--- src/rtl/rv32i_pkg.sv ---
// rv32i_pkg
// Shared RV32I definitions for the pipeline core: opcode constants, load/store
// funct3 encodings, the M-stage state encoding, the store-encoding struct
// returned by the alignment unit, and a misalignment helper.
// No ports (package).

package rv32i_pkg;

  localparam logic [6:0] OP_LOAD   = 7'b0000011;
  localparam logic [6:0] OP_STORE  = 7'b0100011;
  localparam logic [6:0] OP_BRANCH = 7'b1100011;
  localparam logic [6:0] OP_OPIMM  = 7'b0010011;

  localparam logic [2:0] LB  = 3'b000;
  localparam logic [2:0] LH  = 3'b001;
  localparam logic [2:0] LW  = 3'b010;
  localparam logic [2:0] LBU = 3'b100;
  localparam logic [2:0] LHU = 3'b101;
  localparam logic [2:0] SB  = 3'b000;
  localparam logic [2:0] SH  = 3'b001;
  localparam logic [2:0] SW  = 3'b010;

  typedef enum logic [1:0] {
    IDLE = 2'b00,
    WAIT = 2'b01,
    DONE = 2'b10
  } m_state_e;

  typedef struct packed {
    logic [3:0]  strb;
    logic [31:0] wdata;
  } st_enc_t;

  // Halfword accesses need a[0]==0, word accesses need a[1:0]==0. Store
  // funct3 values SH/SW share encodings with LH/LW, so one check covers both.
  function automatic logic is_misaligned(logic [2:0] funct3, logic [1:0] addr_lo);
    logic mis;
    mis = 1'b0;
    if ((funct3 == LH) || (funct3 == LHU)) mis = addr_lo[0];
    else if (funct3 == LW)                 mis = (addr_lo != 2'b00);
    return mis;
  endfunction

endpackage

--- src/rtl/lsu_align.sv ---
// lsu_align
// Combinational byte-lane steering for the M stage.
//   Store side: st_funct3, st_addr_lo, st_data -> st_strb, st_wdata
//               (lane strobe and replicated write data).
//   Load side:  ld_funct3, ld_addr_lo, ld_rdata -> ld_data
//               (lane extraction plus sign/zero extension; unknown funct3 -> 0).

module lsu_align
  import rv32i_pkg::*;
(
  input  logic [2:0]  st_funct3,
  input  logic [1:0]  st_addr_lo,
  input  logic [31:0] st_data,
  input  logic [2:0]  ld_funct3,
  input  logic [1:0]  ld_addr_lo,
  input  logic [31:0] ld_rdata,
  output logic [3:0]  st_strb,
  output logic [31:0] st_wdata,
  output logic [31:0] ld_data
);

  function automatic st_enc_t store_enc(logic [2:0] f3, logic [1:0] a_lo, logic [31:0] d);
    st_enc_t r;
    r.strb  = 4'b0000;
    r.wdata = d;
    case (f3)
      SB: begin
        r.strb  = 4'b0001 << a_lo;
        r.wdata = {4{d[7:0]}};
      end
      SH: begin
        r.strb  = 4'b0011 << {a_lo[1], 1'b0};
        r.wdata = {2{d[15:0]}};
      end
      SW: r.strb = 4'b1111;
      default: r.strb = 4'b0000;
    endcase
    return r;
  endfunction

  function automatic logic [31:0] load_ext(logic [2:0] f3, logic [1:0] a_lo, logic [31:0] rd);
    logic [7:0]  b;
    logic [15:0] h;
    logic [31:0] r;
    case (a_lo)
      2'd0:    b = rd[7:0];
      2'd1:    b = rd[15:8];
      2'd2:    b = rd[23:16];
      default: b = rd[31:24];
    endcase
    h = a_lo[1] ? rd[31:16] : rd[15:0];
    case (f3)
      LB:      r = {{24{b[7]}}, b};
      LBU:     r = {24'h0, b};
      LH:      r = {{16{h[15]}}, h};
      LHU:     r = {16'h0, h};
      LW:      r = rd;
      default: r = 32'h0;
    endcase
    return r;
  endfunction

  st_enc_t st_enc;

  always_comb begin
    st_enc   = store_enc(st_funct3, st_addr_lo, st_data);
    st_strb  = st_enc.strb;
    st_wdata = st_enc.wdata;
    ld_data  = load_ext(ld_funct3, ld_addr_lo, ld_rdata);
  end

endmodule

--- src/rtl/mem_access.sv ---
// mem_access
// M stage of the RV32I pipeline. Captures the ALU stage outputs, issues one
// load/store at a time on a request/acknowledge bus, and hands the result to
// write-back (M_*) and back to the ALU stage (FWD_M_*).
// Ports:
//   CLK, RST (async, active-low)
//   STALL, FLUSH in; MEM_STALL out (bus transaction outstanding)
//   A_PC, A_INST, A_VALID, A_REG_D, A_REG_D_V (result / effective address),
//   A_STORE_DATA in
//   MEM_REQ, MEM_WE, MEM_ADDR, MEM_STRB, MEM_WDATA out; MEM_ACK, MEM_RDATA in
//   M_PC, M_INST, M_VALID, M_REG_D, M_REG_D_V, M_MISALIGN out
//   FWD_M_VALID, FWD_M_REG_D, FWD_M_REG_D_V out
//
// state | meaning
// ------+-------------------------------------------------------------
// IDLE  | stage holds a non-memory op, a bubble, or a misaligned access
// WAIT  | bus request outstanding, stage frozen until MEM_ACK
// DONE  | bus transaction complete, load data held in rdata_q

module mem_access
  import rv32i_pkg::*;
(
  input  logic        CLK,
  input  logic        RST,
  input  logic        STALL,
  input  logic        FLUSH,
  output logic        MEM_STALL,
  input  logic [31:0] A_PC,
  input  logic [31:0] A_INST,
  input  logic        A_VALID,
  input  logic [4:0]  A_REG_D,
  input  logic [31:0] A_REG_D_V,
  input  logic [31:0] A_STORE_DATA,
  output logic        MEM_REQ,
  output logic        MEM_WE,
  output logic [31:0] MEM_ADDR,
  output logic [3:0]  MEM_STRB,
  output logic [31:0] MEM_WDATA,
  input  logic        MEM_ACK,
  input  logic [31:0] MEM_RDATA,
  output logic [31:0] M_PC,
  output logic [31:0] M_INST,
  output logic        M_VALID,
  output logic [4:0]  M_REG_D,
  output logic [31:0] M_REG_D_V,
  output logic        M_MISALIGN,
  output logic        FWD_M_VALID,
  output logic [4:0]  FWD_M_REG_D,
  output logic [31:0] FWD_M_REG_D_V
);

  m_state_e state_q, state_d;
  logic     stage_ld;
  logic     ack_ld;

  logic [31:0] pc_q;
  logic [31:0] inst_q;
  logic        valid_q;
  logic [4:0]  reg_d_q;
  logic [31:0] alu_q;
  logic        misalign_q;

  logic        bus_we_q;
  logic [31:0] bus_addr_q;
  logic [3:0]  bus_strb_q;
  logic [31:0] bus_wdata_q;
  logic [31:0] rdata_q;

  logic [6:0]  a_op;
  logic [2:0]  a_f3;
  logic        a_is_load;
  logic        a_is_store;
  logic        a_is_mem;
  logic        a_mis;
  logic        a_go;
  logic        a_no_rd;

  logic [3:0]  st_strb;
  logic [31:0] st_wdata;
  logic [31:0] ld_data;
  logic        m_is_load;
  logic        m_is_store;
  logic [31:0] m_result;

  assign a_op       = A_INST[6:0];
  assign a_f3       = A_INST[14:12];
  assign a_is_load  = (a_op == OP_LOAD);
  assign a_is_store = (a_op == OP_STORE);
  assign a_is_mem   = a_is_load || a_is_store;
  assign a_mis      = a_is_mem && is_misaligned(a_f3, A_REG_D_V[1:0]);
  assign a_go       = A_VALID && a_is_mem && !a_mis;
  assign a_no_rd    = a_is_store || (a_op == OP_BRANCH);

  lsu_align u_lsu_align (
    .st_funct3  (a_f3),
    .st_addr_lo (A_REG_D_V[1:0]),
    .st_data    (A_STORE_DATA),
    .ld_funct3  (inst_q[14:12]),
    .ld_addr_lo (alu_q[1:0]),
    .ld_rdata   (rdata_q),
    .st_strb    (st_strb),
    .st_wdata   (st_wdata),
    .ld_data    (ld_data)
  );

  always_ff @(posedge CLK or negedge RST) begin
    if (!RST) state_q <= IDLE;
    else      state_q <= state_d;
  end

  // WAIT freezes the stage on its own rather than trusting the controller to
  // feed MEM_STALL back into STALL, so FLUSH can never drop an in-flight access.
  always_comb begin
    state_d  = state_q;
    stage_ld = 1'b0;
    ack_ld   = 1'b0;
    case (state_q)
      IDLE, DONE: begin
        if (!STALL) begin
          stage_ld = 1'b1;
          if (FLUSH)     state_d = IDLE;
          else if (a_go) state_d = WAIT;
          else           state_d = IDLE;
        end
      end
      WAIT: begin
        if (MEM_ACK) begin
          state_d = DONE;
          ack_ld  = 1'b1;
        end
      end
      default: state_d = IDLE;
    endcase
  end

  always_ff @(posedge CLK or negedge RST) begin
    if (!RST) begin
      pc_q       <= '0;
      inst_q     <= '0;
      valid_q    <= 1'b0;
      reg_d_q    <= '0;
      alu_q      <= '0;
      misalign_q <= 1'b0;
    end else if (stage_ld) begin
      if (FLUSH) begin
        pc_q       <= '0;
        inst_q     <= '0;
        valid_q    <= 1'b0;
        reg_d_q    <= '0;
        alu_q      <= '0;
        misalign_q <= 1'b0;
      end else begin
        pc_q       <= A_PC;
        inst_q     <= A_INST;
        valid_q    <= A_VALID;
        reg_d_q    <= a_no_rd ? 5'd0 : A_REG_D;
        alu_q      <= A_REG_D_V;
        misalign_q <= A_VALID && a_mis;
      end
    end
  end

  // Bus registers only change on the edge that enters WAIT, so they stay
  // stable for the whole request.
  always_ff @(posedge CLK or negedge RST) begin
    if (!RST) begin
      bus_we_q    <= 1'b0;
      bus_addr_q  <= '0;
      bus_strb_q  <= '0;
      bus_wdata_q <= '0;
    end else if (stage_ld && !FLUSH && a_go) begin
      bus_we_q    <= a_is_store;
      bus_addr_q  <= {A_REG_D_V[31:2], 2'b00};
      bus_strb_q  <= st_strb;
      bus_wdata_q <= st_wdata;
    end
  end

  always_ff @(posedge CLK or negedge RST) begin
    if (!RST)        rdata_q <= '0;
    else if (ack_ld) rdata_q <= MEM_RDATA;
  end

  assign m_is_load  = (inst_q[6:0] == OP_LOAD);
  assign m_is_store = (inst_q[6:0] == OP_STORE);

  always_comb begin
    m_result = alu_q;
    if (misalign_q)      m_result = '0;
    else if (m_is_load)  m_result = (state_q == DONE) ? ld_data : '0;
    else if (m_is_store) m_result = '0;
  end

  assign MEM_REQ   = (state_q == WAIT);
  assign MEM_STALL = (state_q == WAIT);
  assign MEM_WE    = bus_we_q;
  assign MEM_ADDR  = bus_addr_q;
  assign MEM_STRB  = bus_strb_q;
  assign MEM_WDATA = bus_wdata_q;

  assign M_PC       = pc_q;
  assign M_INST     = inst_q;
  assign M_VALID    = valid_q && (state_q != WAIT);
  assign M_REG_D    = reg_d_q;
  assign M_REG_D_V  = m_result;
  assign M_MISALIGN = misalign_q;

  assign FWD_M_VALID   = M_VALID && (reg_d_q != 5'd0);
  assign FWD_M_REG_D   = reg_d_q;
  assign FWD_M_REG_D_V = m_result;

endmodule

--- config.mk ---
export PLATFORM = sky130hd
export DESIGN_NAME = mem_access
export DESIGN_NICKNAME = d
export VERILOG_FILES = /design/src/rtl/rv32i_pkg.sv /design/src/rtl/lsu_align.sv /design/src/rtl/mem_access.sv
export SDC_FILE = /design/constraint.sdc
export NUM_CORES = 1
export LEC_CHECK = 0
export CORE_MARGIN = 1
export CORE_UTILIZATION = 45
export CTS_CLUSTER_SIZE = 20
export DETAILED_ROUTE_END_ITERATION = 8
export PLACE_DENSITY = 0.82
export RECOVER_POWER = 50
export SYNTH_ARGS = -nofsm -noshare
export SYNTH_HDL_FRONTEND = slang
export SYNTH_HIERARCHICAL = 1
export SYNTH_SLANG_ARGS = --single-unit
--- constraint.sdc ---
create_clock -name CLK -period 6 [get_ports CLK]
set_input_delay 0.6 -clock CLK [delete_from_list [all_inputs] [get_ports CLK]]
set_output_delay 0.6 -clock CLK [all_outputs]
set_load 0.01 [all_outputs]
==> results.toml <==
[status]
status = "complete, but fails checks"
failed_checks = "max-capacitance violations, max-slew violations"

[clock_network]
cts-buffers-inserted = 24
clock-root-buffer = "clkbuf_16"
cts_max_path_buffers = 3
clk-insertion-delay-late_ps = 530
htree_levels = 1
post-cts-setup-buffers = 0
cts_sinks = 204
clk_pin_slew_ps = 60
tritoncts = "yes"
cts_resized = 0
cts_hold_buf = 0

[drt]
wl_met3_um = 2560
num_vias = 8869
wire_per_inst_um = 20.6
ant_nets = 0
met1_length_um = 13500
first_pass_iters = 5
route.met2.wl_um = 16200
remaining_drc_errors = 0
top_layer_used = "met4"
drtIter0Drc = 571
via_per_inst = 5.49
wl_um = 33200

[cells_and_area]
nNetsFinal = 1491
synthToLayoutAreaGrowth_pct = 42.6
fillCellCount = 1746
diodes = 0
seqCellArea_um2 = 5100
final_util = 0.662
layout_common_cells = "clkdlybuf4s50_1, nand2_1, dfrtp_1"
final_common_cell = "clkdlybuf4s50_1"
layout-drive-gt1-share = 0.142
multiInputGateArea_um2 = 4420

[setup_path]
worst_ep_arrival_time_ps = 3700
cp_slowest_cell = "and2b_1"
cp_num_buf_inv = 1
critical-path-max-stage-delay_ps = 890
cp_top_family = "simple AND/OR/NAND/NOR gates"
crit_fanout = 32
cp-end-kind = "output port"
reg2reg_depth = 5
critPathLaunchType = "flip-flop"
worst-setup-path-type = "flip-flop to output port"
cp.depth = 6
cp_cell_sequence = "and2b_1, a22oi_1, a211oi_1, nand3_1, a21oi_1, clkdlybuf4s50_1"
worst_ep_required_time_ps = 5400

[global_route]
grt_pass1_vias = 8889
antenna_found_initial = 0
grt_max_degree = 79
overflow = 0
grt_pass1_wl_um = 51900
track_usage = 0.283

[floorplanning]
start_util = 0.464
rows = 54
fp.dieH_um = 153
dieArea_um2 = 23400
die_w_um = 153
ioPinCount = 383
coreArea_um2 = 22100

[sta]
fin_tns_setup_ps = 0
clock_skew_ps = 8.91
finalCriticalPeriod_ps = 4300
setup_violations = 0
hold_ws_ps = 459
period_share = 0.717
slew_viol_final = 171
fmax_mhz = 232
slew_headroom = -1.51
tightest_slew_ps = 3760
hold_viol_final = 0
rsz0062_at_grt = "no"

[placement]
globalplace.congestion = 0.925
port_buffers = 380
dp_hpwl_um = 23500

[pwr]
leakage_nw = 6.88
total_power_w = 0.00384
power_density_nw_per_um2 = 262
peakVddDrop_v = 0.000222

[synthesis]
synth_cells = 1027
ys.flop_type = "dfrtp_1"
syn_area_um2 = 10300
async_reset_ff_frac = 1.00
ys_types = 49
synth_edf_count = 0
yosysSeqAreaShare = 0.498
ys_warn_count = 6
synth_seq_cells = 204
avgSynthCellArea_um2 = 9.99

[hold_path]
hold_class = "flip-flop to flip-flop"
min_path_cells = 2

[flow_run]
maxCapViolations = 3
==> registers in the layout, summed over array words and instances, names as in the netlist <==
register     count
valid_q          1
alu_q           32
M_INST          32
M_MISALIGN       1
MEM_STRB         4
MEM_WE           1
state_q          2
MEM_WDATA       32
MEM_ADDR        30
rdata_q         32
M_PC            32
FWD_M_REG_D      5
==> layout make-up <==
class	count	share of cell area
clock buffer	31	0.0470
clock inverter	10	0.0114
inverter	6	0.00154
multi-input combinational	693	0.302
sequential	204	0.349
tap	280	0.0240
timing repair buffer	391	0.265
==> per-stage QoR <==
stage	cell area [um2]	instances	setup WS, ps
4_1_cts	14700	1615	1690
3_3_place_gp	13800	1574	2240
6_report	14600	1615	1700
2_1_floorplan	10300	1028	3500
5_1_grt	14600	1615	1360
3_5_place_dp	13800	1574	2250
==> report_power, final <==
part / leakage (nW) / switching (W) / total [W] / internal [W]
sequential: 2.72 / 0.0000885 / 0.00156 / 0.00147
clock: 0.416 / 0.000595 / 0.00157 / 0.000975
combinational: 3.74 / 0.000329 / 0.000709 / 0.000381
total: 6.88 / 0.00101 / 0.00384 / 0.00283
==> logic make-up (layout without fill, tap and decap cells) <==
kind of cell | Yosys count | after routing | synth area share
compound gates | 144 | 144 | 0.0885
buf+inv | 131 | 438 | 0.0722
flops | 204 | 204 | 0.498
mux | 146 | 146 | 0.171
other cells | 1 | 2 | 0.000366
simple gates | 401 | 401 | 0.170
==> synthesized netlist by cell type, drive strengths merged (5+ instances only) <==
cell type,number,area share
mux2i,14,0.014
nor2,23,0.0087
nand2,241,0.088
clkbuf,49,0.018
a211oi,16,0.012
nand3,114,0.056
o31ai,5,0.0037
a221o,5,0.0049
a21oi,62,0.030
o21ai,26,0.013
buf,76,0.052
a22oi,20,0.016
inv,5,0.0018
dfrtp,204,0.50
nor2b,7,0.0043
mux4,5,0.011
mux2,127,0.15
==> layer usage <==
| metal | track usage | vias to the layer above |
|---|---|---|
| li1 | - | 4078 |
| met1 | 0.372 | 4326 |
| met2 | 0.462 | 394 |
| met3 | 0.0649 | 71 |
| met4 | 0.0928 | 0 |
| met5 | 0 | - |
==> final timing paths <==
check                      startpoint             end  slack, ps
max in group asynchronous         RST  FWD_M_REG_D[0]       2130
min in group asynchronous         RST      M_INST[26]       1370
setup reg to reg           state_q[0]   MEM_WDATA[17]       3160
hold reg to reg            M_INST[18]      M_INST[18]        460
setup / recovery           M_INST[13]   M_REG_D_V[31]       1700
hold / removal             M_INST[18]      M_INST[18]        460
==> tightest hold or removal path, cell delays in order, from the launching register on <==
cell	delay, ps
dfrtp_1	340
nand2_1	50
nand2_1	50
No activity file was read; power rests on OpenSTA's default activity.
